$ cat config.mk
export PLATFORM = sky130hd
export DESIGN_NAME = eth_udp_gen
export DESIGN_NICKNAME = d
export VERILOG_FILES = /design/src/rtl/eth_gen_pkg.sv /design/src/rtl/eth_crc32_d8.sv /design/src/rtl/eth_udp_gen.sv
export SDC_FILE = /design/constraint.sdc
export NUM_CORES = 1
export LEC_CHECK = 0
export ABC_AREA = 1
export CAP_MARGIN = 20
export CORE_MARGIN = 3
export CORE_UTILIZATION = 55
export DETAILED_ROUTE_END_ITERATION = 8
export MAX_ROUTING_LAYER = met4
export PLACE_DENSITY_LB_ADDON = 0.1
export SLEW_MARGIN = 30
export SYNTH_ARGS = -nofsm -noshare
export SYNTH_HDL_FRONTEND = slang
export SYNTH_SLANG_ARGS = --single-unit
$ cat constraint.sdc
create_clock -name clk_125m -period 5.16 [get_ports clk_125m]
set_input_delay 0.774 -clock clk_125m [delete_from_list [all_inputs] [get_ports clk_125m]]
set_output_delay 0.774 -clock clk_125m [all_outputs]
set_load 0.01 [all_outputs]
$ cat src/rtl/eth_gen_pkg.sv
// Shared constants, FSM state type and CRC-32 helpers for the GMII Ethernet/IPv4/UDP frame generator.
package eth_gen_pkg;

  localparam logic [7:0]  PREAMBLE_BYTE  = 8'h55;
  localparam logic [7:0]  SFD_BYTE       = 8'hD5;
  localparam logic [15:0] ETHERTYPE_IPV4 = 16'h0800;
  localparam logic [7:0]  IP_VER_IHL     = 8'h45;
  localparam logic [7:0]  IP_PROTO_UDP   = 8'h11;

  localparam int PRE_LEN     = 8;
  localparam int ETH_HDR_LEN = 14;
  localparam int IP_HDR_LEN  = 20;
  localparam int UDP_HDR_LEN = 8;
  localparam int HDR_LEN     = ETH_HDR_LEN + IP_HDR_LEN + UDP_HDR_LEN;
  localparam int IFG_LEN     = 12;

  localparam logic [31:0] CRC_POLY = 32'hEDB88320;
  localparam logic [31:0] CRC_INIT = 32'hFFFFFFFF;

  typedef enum logic [2:0] {
    ST_IDLE,
    ST_PRE,
    ST_HDR,
    ST_PAY,
    ST_FCS,
    ST_IFG
  } state_t;

  // Reflected CRC-32, one byte per call, LSB of the byte first.
  function automatic logic [31:0] crc32_step(input logic [31:0] c, input logic [7:0] d);
    logic [31:0] r;
    r = c ^ {24'h0, d};
    for (int i = 0; i < 8; i++) begin
      r = r[0] ? ((r >> 1) ^ CRC_POLY) : (r >> 1);
    end
    return r;
  endfunction

  // The CRC-32 final xor equals its init value; FCS bytes go out LSB first.
  function automatic logic [7:0] fcs_byte(input logic [31:0] crc, input logic [1:0] idx);
    logic [31:0] fcs;
    fcs = (crc ^ CRC_INIT) >> {idx, 3'b000};
    return fcs[7:0];
  endfunction

endpackage

$ cat src/rtl/eth_crc32_d8.sv
// Byte-wide CRC-32 state register; only built when ETH_GEN_FCS_EN is defined.
`ifdef ETH_GEN_FCS_EN
module eth_crc32_d8
  import eth_gen_pkg::*;
(
  input  logic        clk,
  input  logic        rst_n,
  input  logic        clear,
  input  logic        en,
  input  logic [7:0]  data,
  output logic [31:0] crc
);

  always_ff @(posedge clk or negedge rst_n) begin
    if (!rst_n) begin
      crc <= CRC_INIT;
    end else if (clear) begin
      crc <= CRC_INIT;
    end else if (en) begin
      crc <= crc32_step(crc, data);
    end
  end

endmodule
`endif

$ cat src/rtl/eth_udp_gen.sv
// GMII Ethernet II / IPv4 / UDP frame generator with per-frame IP checksum and generated payload.
// Define ETH_GEN_FCS_EN to append a CRC-32 FCS; otherwise the frame ends after the payload.
module eth_udp_gen
  import eth_gen_pkg::*;
#(
  parameter logic [47:0] DST_MAC     = 48'hFFFF_FFFF_FFFF,
  parameter logic [47:0] SRC_MAC     = 48'h0011_2233_4456,
  parameter logic [31:0] SRC_IP      = 32'hAC12_05DD,
  parameter logic [31:0] DST_IP      = 32'hAC12_05DF,
  parameter logic [15:0] SRC_PORT    = 16'h0521,
  parameter logic [15:0] DST_PORT    = 16'h0521,
  parameter logic [7:0]  TTL         = 8'h40,
  parameter int          PAYLOAD_LEN = 22,
  parameter int          PERIOD      = 12_500_000
) (
  input  logic        clk_125m,
  input  logic        rst_n,
  input  logic        enable,
  input  logic        start,
  output logic        busy,
  output logic [15:0] frame_cnt,
  output logic [7:0]  gmii_tx,
  output logic        gmii_txv
);

  localparam logic [15:0] IP_TOT_LEN = 16'(IP_HDR_LEN + UDP_HDR_LEN + PAYLOAD_LEN);
  localparam logic [15:0] UDP_LEN    = 16'(UDP_HDR_LEN + PAYLOAD_LEN);
  localparam logic [10:0] PAY_LAST   = 11'(PAYLOAD_LEN - 1);

  state_t                  state, state_nxt;
  logic [10:0]             cnt;
  logic [31:0]             per_cnt;
  logic [15:0]             ident, csum;
  logic                    tick, launch, last_byte, valid_nxt;
  logic [7:0]              byte_nxt;
  logic [HDR_LEN*8-1:0]    hdr, hdr_sh;

  function automatic logic [15:0] ip_csum(input logic [15:0] id);
    logic [31:0] s;
    s = {16'h0, IP_VER_IHL, 8'h00} + {16'h0, IP_TOT_LEN} + {16'h0, id}
      + {16'h0, TTL, IP_PROTO_UDP}
      + {16'h0, SRC_IP[31:16]} + {16'h0, SRC_IP[15:0]}
      + {16'h0, DST_IP[31:16]} + {16'h0, DST_IP[15:0]};
    s = {16'h0, s[15:0]} + {16'h0, s[31:16]};
    s = {16'h0, s[15:0]} + {16'h0, s[31:16]};
    return ~s[15:0];
  endfunction

  always_ff @(posedge clk_125m or negedge rst_n) begin
    if (!rst_n) begin
      per_cnt <= '0;
    end else if (!enable || per_cnt == 32'(PERIOD - 1)) begin
      per_cnt <= '0;
    end else begin
      per_cnt <= per_cnt + 32'd1;
    end
  end

  assign tick   = enable && (per_cnt == '0);
  assign launch = (state == ST_IDLE) && (start || tick);
  assign busy   = (state != ST_IDLE);

  always_comb begin
    state_nxt = state;
    last_byte = 1'b0;
    case (state)
      ST_IDLE: if (launch) state_nxt = ST_PRE;
      ST_PRE:  if (cnt == 11'(PRE_LEN - 1)) state_nxt = ST_HDR;
      ST_HDR:  if (cnt == 11'(HDR_LEN - 1)) state_nxt = ST_PAY;
      ST_PAY: begin
        if (cnt == PAY_LAST) begin
`ifdef ETH_GEN_FCS_EN
          state_nxt = ST_FCS;
`else
          state_nxt = ST_IFG;
          last_byte = 1'b1;
`endif
        end
      end
`ifdef ETH_GEN_FCS_EN
      ST_FCS: begin
        if (cnt == 11'd3) begin
          state_nxt = ST_IFG;
          last_byte = 1'b1;
        end
      end
`endif
      // One extra IFG cycle covers the output register, so busy drops 12 cycles after txv.
      ST_IFG:  if (cnt == 11'(IFG_LEN)) state_nxt = ST_IDLE;
      default: state_nxt = ST_IDLE;
    endcase
  end

  always_ff @(posedge clk_125m or negedge rst_n) begin
    if (!rst_n) begin
      state     <= ST_IDLE;
      cnt       <= '0;
      frame_cnt <= '0;
    end else begin
      state <= state_nxt;
      cnt   <= (state_nxt != state || state == ST_IDLE) ? 11'd0 : cnt + 11'd1;
      if (last_byte) frame_cnt <= frame_cnt + 16'd1;
    end
  end

  always_ff @(posedge clk_125m) begin
    if (launch) begin
      ident <= frame_cnt;
      csum  <= ip_csum(frame_cnt);
    end
  end

  assign hdr = {DST_MAC, SRC_MAC, ETHERTYPE_IPV4,
                IP_VER_IHL, 8'h00, IP_TOT_LEN, ident, 16'h0000, TTL, IP_PROTO_UDP, csum,
                SRC_IP, DST_IP,
                SRC_PORT, DST_PORT, UDP_LEN, 16'h0000};

`ifdef ETH_GEN_FCS_EN
  logic [31:0] crc;
  logic        crc_en;

  assign crc_en = (state == ST_HDR) || (state == ST_PAY);

  eth_crc32_d8 u_crc (
    .clk   (clk_125m),
    .rst_n (rst_n),
    .clear (launch),
    .en    (crc_en),
    .data  (byte_nxt),
    .crc   (crc)
  );
`endif

  assign valid_nxt = (state == ST_PRE) || (state == ST_HDR) || (state == ST_PAY) || (state == ST_FCS);

  always_comb begin
    byte_nxt = 8'h00;
    hdr_sh   = hdr << {cnt, 3'b000};
    case (state)
      ST_PRE:  byte_nxt = (cnt == 11'(PRE_LEN - 1)) ? SFD_BYTE : PREAMBLE_BYTE;
      ST_HDR:  byte_nxt = hdr_sh[HDR_LEN*8-1 -: 8];
      ST_PAY:  byte_nxt = cnt[7:0] + ident[7:0];
`ifdef ETH_GEN_FCS_EN
      ST_FCS:  byte_nxt = fcs_byte(crc, cnt[1:0]);
`endif
      default: byte_nxt = 8'h00;
    endcase
  end

  // Output stage: one register between the byte mux and the GMII pins.
  always_ff @(posedge clk_125m or negedge rst_n) begin
    if (!rst_n) begin
      gmii_tx  <= 8'h00;
      gmii_txv <= 1'b0;
    end else begin
      gmii_tx  <= byte_nxt;
      gmii_txv <= valid_nxt;
    end
  end

endmodule

==> reports/summary.txt, run 1 <==
Status: completed
Dominant synthesized flop cell: dfrtp_1
Crit path launch type: flop
Most frequent CP cell: nand2_1
VDD IR max: 0.148 mV
Met3 global-route usage: 5.89%
Post-CTS sizing: 0
Cells after Synth: 912
Initial antenna violation count: 0
CTS tree: yes
Core Area: 0.0122 mm^2
Max-cap viol count: 0
Number of global-route vias before repair: 5,851
Register bit total from synthesis: 103
Largest net degree at the start of global routing: 37
Htree depth: 3
Total GRT Usage: 26.7%
Clock Skew: 0.00931 ns
Fin crit period: 4.60 ns
Final Slew Violations: 0
CP Buf/Inv Count: 4
P&R area growth vs syn: 10.0%
Required time worst endpoint: 5.28 ns
Filler cells: 1,121
Dominant cell type by area after synthesis: dfrtp_1
CTS Hold Buffers Added: 0
Yosys warns: 0
Total power: 1520 uW
Final-report hold violation count: 0
DP Wirelength: 13,600 um
Relative slew margins: 47.3%
Period utilisation layout: 89.1%
R2R setup slack: 0.56 ns
Post-Syn Area: 0.00698 mm^2
Yosys top cell area share: 25.4%
Final ANT Viol Nets: 0
Initial cell density of the core: 57.2%
Avg Cell Area, Syn: 7.66 um^2
Share of post-route cells with drive strength above 1: 10.9%
Total grt overflow: 0
CTS Buffer Depth: 2
Synth Net Count: 936
DIE HEIGHT: 119 um
Multi-input combinational cell area: 0.00366 mm^2
Setup bufs post-CTS: 0
Die area: 0.0141 mm^2
Worst-path clk slew: 0.07 ns
Data arrival, critical path: 4.72 ns
FF/Latch Area: 0.00274 mm^2
Post-DR wirelength/cell: 15.7 um
Async set-reset flop share out of synthesis: 68.9%
DRC viols: 0
EDFF count, synth: 32
N_diodes: 0
Post-layout net count: 961
Crit-path max cell delay: 0.48 ns
Initial drt markers: 550
Vias per cell: 5.55
Root Buffer: clkbuf_16
Met1 GRT Util: 35.0%
Hold Path Class: flop to flop
I/O Pins: 30
GPL Wtd Cong: 0.944
Post-synthesis sequential area ratio: 39.2%
CP max stage cell: dfrtp_1
Setup Total Neg Slack: 0 ns
Crit-path max FO: 6
Leakage: 0.00350 uW
Die Width: 119 um
Synth top area cells: dfrtp_1 25%, edfxtp_1 14%, nand2_1 11%
Port-buffer cells: 29
Clk sink count: 103
GR peak layer: met2
Via count: 6,165
Slew @ Worst Pin: 0.791 ns
Power per cell area: 198 mW/mm^2
Grt met2 use: 41.6%
Drt first pass iters: 5
Placement Rows: 40
Final setup viols: 0
CP top delay family: simple AND/OR/NAND/NOR gates
Total length of routed wires: 17,500 um
CTS Buf Count: 9
Fmax: 217 MHz
CP endpoint kind: flop
Cell variety after synth: 53
First-pass GRT wire length: 29,300 um
Worst skew pair latency: 0.36 ns
Worst Setup Path Type: flop to flop
[kinds of logic (layout without fill, tap and decap cells)]
kind of cell               after synthesis  in the layout  share of synthesized area (%)
AOI/OAI and AO/OA                      112            112                           9.39
xor gates and xnor gates                29             29                           3.64
adders and majority gates               20             20                           3.80
buffers and inverters                  148            178                           8.46
DFF                                    103            103                           39.2
and+or+nand+nor                        500            500                           35.5
[state kept, by name (all words and copies together) (netlist names)]
| register | count |
|---|---|
| per_cnt | 32 |
| csum | 16 |
| frame_cnt | 16 |
| ident | 16 |
| cnt | 11 |
| gmii_tx | 8 |
| state | 3 |
| gmii_txv | 1 |
[cell type report]
| class | instances | share of cell area (%) |
|---|---|---|
| clock inverter | 7 | 0.766 |
| timing repair buffer | 30 | 3.81 |
| sequential | 103 | 35.6 |
| clock buffer | 9 | 2.93 |
| inverter | 132 | 6.45 |
| tap | 168 | 2.74 |
| multi-input combinational | 661 | 47.7 |
[power breakdown]
group	internal [uW]	leakage, uW	total (uW)	switching [uW]
clock	332	0.000136	650	318
sequential	839	0.00128	841	1.66
combinational	7.05	0.00208	29.2	22.1
total	1180	0.00350	1520	342
[metrics by stage]
step / cells / hold slack [ns] / utilization, % / cell area [um^2] / worst slack, ns
floorplan: 912 / 0.455 / - / 6980 / 1.06
CTS: 1110 / 0.490 / 62.8 / 7670 / 0.520
global placement: 1094 / 0.470 / 60.5 / 7390 / 0.795
finish: 1110 / 0.487 / 62.9 / 7680 / 0.562
global route: 1110 / 0.519 / 62.9 / 7680 / -0.0346
detailed placement: 1094 / 0.480 / 60.5 / 7390 / 0.562
[worst paths after layout]
path,depth (start not counted),to,from
min in group asynchronous,1,per_cnt[27]$_DFF_PN0_,rst_n
max in group asynchronous,2,frame_cnt[10]$_DFFE_PN0P_,rst_n
setup reg to reg,33,csum[15]$_DFFE_PP_,frame_cnt[0]$_DFFE_PN0P_
hold reg to reg,1,per_cnt[0]$_DFF_PN0_,per_cnt[0]$_DFF_PN0_
hold / removal,1,per_cnt[0]$_DFF_PN0_,per_cnt[0]$_DFF_PN0_
setup / recovery,33,csum[15]$_DFFE_PP_,frame_cnt[0]$_DFFE_PN0P_
[synth_stat cells (2+ instances only)]
cell type / number
a21oi_1: 32
a22oi_1: 9
a31oi_1: 5
a41oi_1: 2
and3_1: 3
buf_2: 7
buf_4: 5
clkbuf_1: 3
clkinv_1: 3
dfrtp_1: 71
edfxtp_1: 32
fa_1: 2
ha_1: 18
inv_1: 111
inv_2: 18
nand2_1: 196
nand2_2: 14
nand2_4: 5
nand3_1: 63
nand3_2: 10
nand3_4: 3
nand3b_1: 5
nand4_1: 22
nor2_1: 105
nor2_2: 11
nor2_4: 11
nor3_1: 35
nor3_2: 3
nor4_1: 6
o211ai_1: 3
o21a_1: 5
o21ai_0: 39
o21ai_1: 7
o221ai_1: 2
xnor2_1: 4
xor2_1: 25
[worst reg2reg max path: cells and delay by family (launching register included)]
| kind | cells | cell delay (ns) |
|---|---|---|
| simple gates | 25 | 2.58 |
| buf+inv | 4 | 0.40 |
| flops | 1 | 0.48 |
| fa+ha+maj | 4 | 0.90 |
[layout by cell type, fill, tap and decap left out, types with 2 or more instances in the layout]
cell type,count
nand2_1,196
inv_1,110
nor2_1,105
dfrtp_1,71
nand3_1,63
o21ai_0,39
nor3_1,35
a21oi_1,32
edfxtp_1,32
clkdlybuf4s50_1,28
xor2_1,25
nand4_1,22
inv_2,19
ha_1,18
nand2_2,14
nor2_4,11
nor2_2,11
nand3_2,10
a22oi_1,9
clkbuf_16,9
o21ai_1,7
nand3b_1,5
nor4_1,5
a31oi_1,5
nand2_4,5
o21a_1,5
clkinv_1,4
xnor2_1,4
o211ai_1,3
and3_1,3
nand3_4,3
nor3_2,3
a41oi_1,2
o221ai_1,2
nor4_2,2
fa_1,2
clkinv_4,2
[per-layer routing]
layer,part of all wire (%),vias up
met4,2.1,0
met5,0,-
met1,45,2888
li1,-,3061
met2,47,182
met3,5.9,34
(Power assumes the default switching activity.)
==> inputs of run 2 (changes only) <==
Settings changed: ABC_AREA 1 to unset, DONT_BUFFER_PORTS set to 1.
==> reports/summary.txt, run 2 <==
I/O Pins: 30 (unchanged)
Dominant synthesized flop cell: dfrtp_1 (unchanged)
Crit path launch type: flop (unchanged)
Net Sw Power: 984 uW (was 342 uW)
Most frequent cell after synthesis: nor2_1 (was nand2_1)
Leakage: 0.00267 uW (was 0.00350 uW)
Crit-path max FO: 15 (was 6)
N_diodes: 0 (unchanged)
Worst-path clk slew: 0.07 ns (about the same)
Post-Syn Area: 0.00645 mm^2 (was 0.00698 mm^2)
Sequential share of power: 40.0% (was 55.3%)
Final setup viols: 0 (unchanged)
Register bit total from synthesis: 103 (unchanged)
Worst Setup Path Type: flop to flop (unchanged)
CTS Buffer Depth: 2 (unchanged)
Die Width: 114 um (was 119 um)
Post-synthesis sequential area ratio: 42.5% (was 39.2%)
Synth top area cells: dfrtp_1 28%, edfxtp_1 15%, xnor2_1 7.3% (was dfrtp_1 25%, edfxtp_1 14%, nand2_1 11%)
Avg Cell Area, Syn: 9.25 um^2 (was 7.66 um^2)
Non-filler cells in the finished layout: 828 (was 1,110)
Vias per cell: 6.04 (was 5.55)
Required time worst endpoint: 5.26 ns (was 5.28 ns)
Pre-CTS WS: 0.435 ns (was 0.562 ns)
Cell variety after synth: 73 (was 53)
Power per cell area: 391 mW/mm^2 (was 198 mW/mm^2)
Total grt overflow: 0 (unchanged)
Final-report hold violation count: 0 (unchanged)
VDD IR max: 0.388 mV (was 0.148 mV)
DRC viols: 0 (unchanged)
Number of global-route vias before repair: 4,891 (was 5,851)
Data arrival, critical path: 4.82 ns (was 4.72 ns)
Die area: 0.0131 mm^2 (was 0.0141 mm^2)
Total length of routed wires: 14,700 um (was 17,500 um)
Largest net degree at the start of global routing: 72 (was 37)
Max reg flops: 32 (unchanged)
CTS Hold Buffers Added: 0 (unchanged)
Yosys top cell area share: 27.6% (was 25.4%)
CTS Buf Count: 9 (unchanged)
Htree depth: 3 (unchanged)
DIE HEIGHT: 114 um (was 119 um)
Worst skew pair latency: 0.35 ns (was 0.36 ns)
Share of post-route cells with drive strength above 1: 6.54% (was 10.9%)
CP endpoint kind: flop (unchanged)
RSZ-0062 raised after global routing: false
Setup ws final: 0.439 ns (was 0.562 ns)
Most frequent cells in the layout: 88 x nor2_1, 71 x dfrtp_1, 54 x xnor2_1, 49 x nand2_1, 40 x xor2_1 (was 196 x nand2_1, 110 x inv_1, 105 x nor2_1, 71 x dfrtp_1, 63 x nand3_1)
Via count: 5,004 (was 6,165)
Reg2reg start: frame_cnt[2]$_DFFE_PN0P_ (was frame_cnt[0]$_DFFE_PN0P_)
Origin of the worst setup path: frame_cnt[2]$_DFFE_PN0P_ (was frame_cnt[0]$_DFFE_PN0P_)
Commonest non-fill, non-tap cell in the layout: nor2_1 (was nand2_1)
Clk sink count: 103 (unchanged)
First-pass GRT wire length: 24,800 um (was 29,300 um)
Total GRT Usage: 24.5% (was 26.7%)
Yosys warns: 0 (unchanged)
Fin crit period: 4.72 ns (was 4.60 ns)
Register with the most flip-flops: per_cnt (unchanged)
Initial cell density of the core: 57.9% (was 57.2%)
Comb pwr share: 33.0% (was 1.9%)
DP Wirelength: 10,800 um (was 13,600 um)
Placed inst area: 0.00657 mm^2 (was 0.00739 mm^2)
Relative slew margins: 37.4% (was 47.3%)
Synth Net Count: 721 (was 936)
Top cells by count, synth: 89 x nor2_1, 71 x dfrtp_1, 54 x xnor2_1 (was 196 x nand2_1, 111 x inv_1, 105 x nor2_1)
Internal: 1710 uW (was 1180 uW)
Setup bufs post-CTS: 0 (unchanged)
Final Slew Violations: 0 (unchanged)
Fmax: 212 MHz (was 217 MHz)
Clock Skew: 0.00789 ns (was 0.00931 ns)
Post-DR wirelength/cell: 17.7 um (was 15.7 um)
Port-buffer cells: 0 (was 29)
Initial antenna violation count: 0 (unchanged)
Async set-reset flop share out of synthesis: 68.9% (unchanged)
Period utilisation layout: 91.5% (was 89.1%)
Max-cap viol count: 0 (unchanged)
Root Buffer: clkbuf_16 (unchanged)
Slew @ Worst Pin: 0.924 ns (was 0.791 ns)
Dominant cell type by area after synthesis: dfrtp_1 (unchanged)
Sw Ratio: 36.5% (was 22.5%)
Filler cells: 964 (was 1,121)
Setup Total Neg Slack: 0 ns (unchanged)
Cells after Synth: 697 (was 912)
Clk pwr share: 27.0% (was 42.8%)
Dpl cells: 812 (was 1,094)
Status: completed (unchanged)
Core Area: 0.0111 mm^2 (was 0.0122 mm^2)
Drt first pass iters: 5 (unchanged)
Final ANT Viol Nets: 0 (unchanged)
Design area: 0.00689 mm^2 (was 0.00768 mm^2)
EDFF count, synth: 32 (unchanged)
Post-layout net count: 707 (was 961)
GPL Wtd Cong: 0.840 (was 0.944)
Placement Rows: 38 (was 40)
P&R area growth vs syn: 6.95% (was 10.0%)
Initial drt markers: 378 (was 550)
Hold Path Class: primary input to asynchronous set/reset pin (was flop to flop)
CTS tree: yes (unchanged)
-- run 2: changes by cell type after synthesis, moves of 17 or more --
cell / before / now
inv_1: 111 / 30
inv_2: 18 / 1
nand3_1: 63 / 29
clkbuf_1: 3 / 24
xnor2_1: 4 / 54
nand2_1: 196 / 49
-- run 2: path summary, 6_finish.rpt --
check                                   endpoint  slack (ns)  cells past startpoint
max in group asynchronous      cnt[10]$_DFF_PN0_        4.95                      0
min in group clk_125m       per_cnt[0]$_DFF_PN0_        0.52                      1
max reg2reg                   csum[12]$_DFFE_PP_        0.44                     13
max                           csum[12]$_DFFE_PP_        0.44                     13
min reg2reg                 per_cnt[0]$_DFF_PN0_        0.52                      1
min                        per_cnt[25]$_DFF_PN0_        0.11                      0
-- run 2: critical path, cell delays in order, from the launching register on --
cell      delay [ns]
dfrtp_1         0.78
o2111a_1        0.39
nor3b_1         0.08
a211oi_1        0.57
or4b_4          0.58
or3_1           0.36
nor3_1          0.22
ha_1            0.21
ha_1            0.18
and2_1          0.15
nor3b_1         0.36
nand3_1         0.22
nor3_1          0.26
xor2_1          0.10
-- run 2: cell type report --
class                   count  area (um^2)  share of cell area, %
well taps                 140          175                   2.54
inverters                  32          120                   1.74
flip-flops and latches    103         2740                   39.7
repair buffers             10         82.6                   1.20
clock inverters             6         91.3                   1.32
clock buffers              10          229                   3.32
multi-input cells         527         3460                   50.2
-- run 2: cells by family after synthesis --
family	after synthesis	share of synthesized area, %
simple gates	279	22.3
compound gates	128	13.0
xor+xnor	95	13.0
fa+ha+maj	20	4.11
flops	103	42.5
mux	5	0.815
buf+inv	67	4.27
-- run 2: layer usage --
metal | part of all wire [%] | global-route usage, % | routed length, um | vias up
met5 | 0 | - | 0 | -
met4 | 1.7 | 6.41 | 252 | 0
met3 | 4.3 | 5.50 | 627 | 20
met2 | 49 | 39.8 | 7200 | 122
met1 | 45 | 31.3 | 6570 | 2415
li1 | - | - | - | 2447
-- run 2: metrics by stage --
step | hold WS [ns] | total power (uW) | utilization [%]
3_3_place_gp | 0.480 | 1960 | 58.8
2_1_floorplan | 0.476 | 1760 | -
3_5_place_dp | 0.480 | 1970 | 59.0
5_1_grt | 0.0926 | 2880 | 62.0
6_report | 0.114 | 2700 | 62.0
4_1_cts | 0.0983 | 2710 | 61.9
-- run 2: repair_timing --
item / 4_1_cts / 5_1_grt
endpoints found under the hold margin: 0 / 0
endpoints found under the setup margin: 0 / 2
resized for setup: 0 / 1
-- run 2: power by group through the flow --
| stage | Sequential (uW) | Combinational [uW] | Clock, uW |
|---|---|---|---|
| 3_5_place_dp | 1090 | 879 | 0 |
| 4_1_cts | 1080 | 888 | 746 |
| 5_1_grt | 1100 | 1010 | 780 |
| 3_3_place_gp | 1090 | 865 | 0 |
| 2_1_floorplan | 1010 | 745 | 0 |
| 6_report | 1080 | 891 | 728 |
